<file path="src/rtl/task_ctrl_block.sv">
// Per-task scheduler control block: command decode, lifecycle FSM,
// hit budget, and priority aging feeding the priority sorter.
module task_ctrl_block #(
    parameter logic [3:0] TASK_ID    = 4'h8,
    parameter int         PRIO_W     = 8,
    parameter int         PRIO_INIT  = 0,
    parameter int         HIT_W      = 8,
    parameter int         HIT_INIT   = 128,
    parameter int         AGE_PERIOD = 10000,
    parameter int         CNT_W      = 16
) (
    input  logic                CLK,
    input  logic                RST,
    input  logic [15:0]         in_op,
    output logic [4+PRIO_W-1:0] out_sorter,
    output logic                out_valid,
    output logic [2:0]          out_state,
    output logic [HIT_W-1:0]    out_hits,
    output logic                out_err
);

    typedef enum logic [2:0] {
        S_READY   = 3'b000,
        S_RUNNING = 3'b001,
        S_SUSP    = 3'b010,
        S_WAIT    = 3'b011,
        S_TERM    = 3'b100
    } state_t;

    localparam logic [PRIO_W-1:0] P_INIT   = PRIO_W'(PRIO_INIT);
    localparam logic [PRIO_W-1:0] P_MAX    = '1;
    localparam logic [HIT_W-1:0]  H_INIT   = HIT_W'(HIT_INIT);
    localparam logic [HIT_W-1:0]  H_MAX    = '1;
    localparam logic [CNT_W-1:0]  AGE_LAST = CNT_W'(AGE_PERIOD - 1);
    localparam logic              V_INIT   = (HIT_INIT != 0);

    state_t              r_state;
    logic [PRIO_W-1:0]   r_prio;
    logic [PRIO_W-1:0]   r_base;
    logic [HIT_W-1:0]    r_hits;
    logic [CNT_W-1:0]    r_age;
    logic                r_err;
    logic                r_valid;
    logic [4+PRIO_W-1:0] r_sorter;

    state_t              w_state_n;
    logic [PRIO_W-1:0]   w_prio_n;
    logic [PRIO_W-1:0]   w_base_n;
    logic [HIT_W-1:0]    w_hits_n;
    logic [CNT_W-1:0]    w_age_n;
    logic                w_err_n;
    logic                w_prio_wr;
    logic                w_valid_n;

    logic                w_addr;
    logic [3:0]          w_opc;
    logic [3:0]          w_arg;
    logic [HIT_W:0]      w_sum;
    logic                w_unused;

    assign w_addr   = (in_op[11:8] == TASK_ID);
    assign w_opc    = in_op[7:4];
    assign w_arg    = in_op[3:0];
    assign w_sum    = {1'b0, r_hits} + (HIT_W+1)'(w_arg);
    assign w_unused = ^in_op[15:12];

    always_comb begin
        w_state_n = r_state;
        w_prio_n  = r_prio;
        w_base_n  = r_base;
        w_hits_n  = r_hits;
        w_err_n   = 1'b0;
        w_prio_wr = 1'b0;
        if (w_addr) begin
            case (w_opc)
                4'h1: begin
                    if (r_state == S_SUSP) w_state_n = S_READY;
                    else                   w_err_n   = 1'b1;
                end
                4'h2: begin
                    if (r_state == S_READY || r_state == S_RUNNING ||
                        r_state == S_WAIT)
                        w_state_n = S_SUSP;
                    else
                        w_err_n = 1'b1;
                end
                4'h3: begin
                    if (r_state == S_READY || r_state == S_RUNNING)
                        w_state_n = S_WAIT;
                    else
                        w_err_n = 1'b1;
                end
                4'h4: begin
                    if (r_state != S_TERM) w_state_n = S_TERM;
                    else                   w_err_n   = 1'b1;
                end
                4'h5: begin
                    if (r_state != S_TERM) begin
                        w_base_n  = PRIO_W'(w_arg);
                        w_prio_n  = PRIO_W'(w_arg);
                        w_prio_wr = 1'b1;
                    end else begin
                        w_err_n = 1'b1;
                    end
                end
                4'h6: begin
                    if (r_state != S_TERM)
                        w_hits_n = w_sum[HIT_W] ? H_MAX : w_sum[HIT_W-1:0];
                    else
                        w_err_n = 1'b1;
                end
                4'h7: begin
                    if (r_state == S_READY && r_hits != '0) begin
                        w_state_n = S_RUNNING;
                        w_hits_n  = r_hits - 1'b1;
                        w_prio_n  = r_base;
                        w_prio_wr = 1'b1;
                    end else begin
                        w_err_n = 1'b1;
                    end
                end
                4'h8: begin
                    if (r_state == S_WAIT) w_state_n = S_READY;
                    else                   w_err_n   = 1'b1;
                end
                4'h9: begin
                    if (r_state == S_TERM) begin
                        w_state_n = S_READY;
                        w_base_n  = P_INIT;
                        w_prio_n  = P_INIT;
                        w_hits_n  = H_INIT;
                        w_prio_wr = 1'b1;
                    end else begin
                        w_err_n = 1'b1;
                    end
                end
                4'hF: begin
                    if (r_state == S_RUNNING)
                        w_state_n = (r_hits != '0) ? S_READY : S_TERM;
                    else
                        w_err_n = 1'b1;
                end
                default: ;
            endcase
        end

        // Aging only survives a cycle that stays in READY without a prio write.
        if (r_state != S_READY || w_state_n != S_READY || w_prio_wr) begin
            w_age_n = '0;
        end else if (r_age == AGE_LAST) begin
            w_age_n = '0;
            if (r_prio != P_MAX) w_prio_n = r_prio + 1'b1;
        end else begin
            w_age_n = r_age + 1'b1;
        end

        w_valid_n = (w_state_n == S_READY) && (w_hits_n != '0);
    end

    always_ff @(posedge CLK or posedge RST) begin
        if (RST) begin
            r_state  <= S_READY;
            r_prio   <= P_INIT;
            r_base   <= P_INIT;
            r_hits   <= H_INIT;
            r_age    <= '0;
            r_err    <= 1'b0;
            r_valid  <= V_INIT;
            r_sorter <= V_INIT ? {TASK_ID, P_INIT} : '0;
        end else begin
            r_state  <= w_state_n;
            r_prio   <= w_prio_n;
            r_base   <= w_base_n;
            r_hits   <= w_hits_n;
            r_age    <= w_age_n;
            r_err    <= w_err_n;
            r_valid  <= w_valid_n;
            r_sorter <= w_valid_n ? {TASK_ID, w_prio_n} : '0;
        end
    end

    assign out_state  = r_state;
    assign out_hits   = r_hits;
    assign out_err    = r_err;
    assign out_valid  = r_valid;
    assign out_sorter = r_sorter;

endmodule

</file>
<file path="config.mk">
export PLATFORM = sky130hd
export DESIGN_NAME = task_ctrl_block
export DESIGN_NICKNAME = d
export VERILOG_FILES = /design/src/rtl/task_ctrl_block.sv
export SDC_FILE = /design/constraint.sdc
export NUM_CORES = 1
export LEC_CHECK = 0
export BUFFER_PORTS_ARGS = -buffer_cell sky130_fd_sc_hd__clkbuf_2
export CAP_MARGIN = 20
export CORE_UTILIZATION = 40
export DETAILED_ROUTE_END_ITERATION = 10
export PLACE_DENSITY = 0.59
export SYNTH_ARGS = -nofsm -noshare
export SYNTH_HDL_FRONTEND = slang
export SYNTH_SLANG_ARGS = --single-unit
</file>
<file path="constraint.sdc">
create_clock -name CLK -period 2.8 [get_ports CLK]
set_input_delay 0.28 -clock CLK [delete_from_list [all_inputs] [get_ports CLK]]
set_output_delay 0.28 -clock CLK [all_outputs]
set_load 0.03 [all_outputs]
</file>
==> metrics.csv <==
metric,value,unit
outcome,"finished, violations left",
violations,setup timing,
synthMostInstantiatedCell,dfrtp_1,
reg2reg_depth,11,
rsz0062_at_grt,yes,
synth_top_area_share,34.9,%
hold_depth,4,
num_vias,3385,
period_share,111,%
whs,0.345,ns
wl_per_cell,15.5,um
vias_per_cell,5.60,
grt_max_degree,25,
crit_arrival,3.30,ns
grtUsageTotal,22.3,%
cts_sinks,49,
initial_core_util,41.3,%
tritoncts,built,
area.sequential,1230,um2
gp_congestion,0.981,
ant_nets,0,
synthTopCellsByCount,"dfrtp_1 (47), nor2_1 (46), nand2_1 (29)",
worstSetupEndpointType,register,
cts_max_level,2,
yosysTopAreaCell,dfrtp_1,
worstHoldPathType,in2reg,
syn_avg_cell_area,8.61,um2
power_density,491,nW/um2
placementRows,33,
synth_top_flop_cell,dfrtp_1,
clock_path_buffers,2,
ys_types,64,
drc_errors,0,
synth_area_leaders,"dfrtp_1 (35%), nor2_1 (5.1%), nand2_1 (3.2%)",
drt_pre_antenna_iters,5,
multiInputGateArea,2110,um2
drv_cap,0,
n_antenna_cell,0,
wirelength,9370,um
numPortBuffers,35,
worstSetupPathType,reg2reg,
drive_gt1_share,32.0,%
netlist_instances,392,
synth_edf_count,0,
ys_ff_latch,49,
ioPinCount,43,
grt_antenna_before_repair,0,
synth_area,3370,um2
die_w,93.9,um
worstPathRequired,2.98,ns
drt_iter0_markers,245,
startpoint_type,register,
cts_buffers,5,
p_leak,2.07,nW
slew_headroom,57.0,%
dieArea,8810,um2
finClkSkew,0.00562,ns
setup-violations-final,9,
slew_viol_final,0,
core,8180,um2
power,2.20,mW
fillers,751,
dp.cells,594,
critPathMaxFanout,9,
ys_seq_area_share,36.4,%
hold_viol_final,0,
die_height,93.9,um
worst_slack,-0.320,ns
instances_no_fill,605,
yosysWarnings,0,
dp_hpwl,7400,um
final_nets,526,
fmax,0.320,GHz
clockRootBuffer,clkbuf_8,
ir_drop,0.000250,V
post-route-min-period,3.12,ns
cts.clk_slew.worst_paths,0.09,ns
gr-total-overflow,0,
synthArstFlopShare,100,%
grt_pass1_vias,3205,
grt_pass1_wl,15300,um
area_growth_syn_to_layout,32.9,%
clkLatencyLatePin,0.30,ns
worstMarginPinSlew,0.643,ns
[layout make-up]
type / instances / share of cell area [%]
inverter: 17 / 1.42
clock buffer: 5 / 1.53
sequential: 49 / 27.5
multi-input combinational: 305 / 47.0
tap: 105 / 2.93
timing repair buffer: 121 / 18.7
clock inverter: 3 / 0.977
[report_power, final]
part           switching, mW  internal [mW]  leakage [nW]
registers             0.0387          0.766         0.659
clock network          0.243          0.268        0.0585
logic                  0.493          0.394          1.35
total                  0.775           1.43          2.07
[metrics by stage]
step                      TNS [ns]  setup WS [ns]  cell area [um2]  util, %
after floorplan              -2.08         -0.252             3420        -
after global placement       -2.76         -0.328             4260     52.1
after detailed placement     -3.31         -0.376             4260     52.1
after CTS                    -2.81         -0.322             4430     54.2
after global routing         -3.80         -0.417             4480     54.9
final                        -2.69         -0.320             4480     54.9
[flip-flops by register name (all words and copies together) (netlist names)]
register    count
r_age          16
out_sorter      9
out_hits        8
r_prio          8
r_base          4
out_state       3
out_err         1
[worst max-delay path, stage by stage, from the launching register on]
cell	delay (ns)
dfrtp_2	0.44
inv_2	0.08
ha_1	0.15
or4b_4	0.48
a21oi_2	0.14
o211ai_1	0.10
a221o_1	0.31
or3_1	0.37
or4_4	0.44
o31ai_4	0.27
buf_12	0.16
a211oi_1	0.04
[layout by cell type, fill, tap and decap left out, drive strengths merged, types with 5 or more instances in the layout]
cell type,netlist,layout
and3,8,8
xor2,9,9
nand4,8,8
a21oi,16,16
nand3,17,17
nor3,14,14
a41oi,5,5
o21ai,15,15
ha,8,8
dfrtp,47,47
o211ai,5,5
a21o,6,6
inv,17,18
buf,7,85
o21a,6,6
nand2,29,29
nor2b,8,8
clkbuf,16,40
nand2b,7,7
nor2,46,46
nor3b,6,6
xnor2,8,8
nor4b,6,6
[timing repair]
action	CTS	global route
setup buffers	2	3
setup endpoints to repair	28	30
pin swaps	3	7
resized for setup	11	10
hold buffers	1	0
endpoints found under the hold margin	7	0
[layer usage]
layer | wire length [um] | up-vias | track usage (%)
li1 | - | 1665 | -
met1 | 4140 | 1604 | 28.1
met2 | 4630 | 94 | 38.9
met3 | 380 | 22 | 3.48
met4 | 216 | 0 | 7.05
met5 | 0 | - | 0
[kinds of logic after synthesis]
family,synth area share [%]
and+or+nand+nor,28.9
AOI/OAI and AO/OA,20.7
buffers and inverters,4.93
other,0.111
muxes,0.927
DFF,36.4
adders and majority gates,3.56
xor gates and xnor gates,4.41
[final timing paths]
kind,startpoint,to,slack (ns)
setup / recovery,out_hits[0]$_DFF_PP0_,out_sorter[0]$_DFF_PP0_,-0.32
hold / removal,in_op[2],r_base[2]$_DFFE_PP0P_,0.35
setup reg to reg,out_hits[0]$_DFF_PP0_,out_sorter[0]$_DFF_PP0_,-0.32
hold reg to reg,r_age[0]$_DFF_PP0_,r_age[0]$_DFF_PP0_,0.47
max in group asynchronous,RST,out_hits[7]$_DFF_PP1_,1.86
min in group asynchronous,RST,r_prio[6]$_DFF_PP0_,0.39
(Power assumes the default switching activity.)
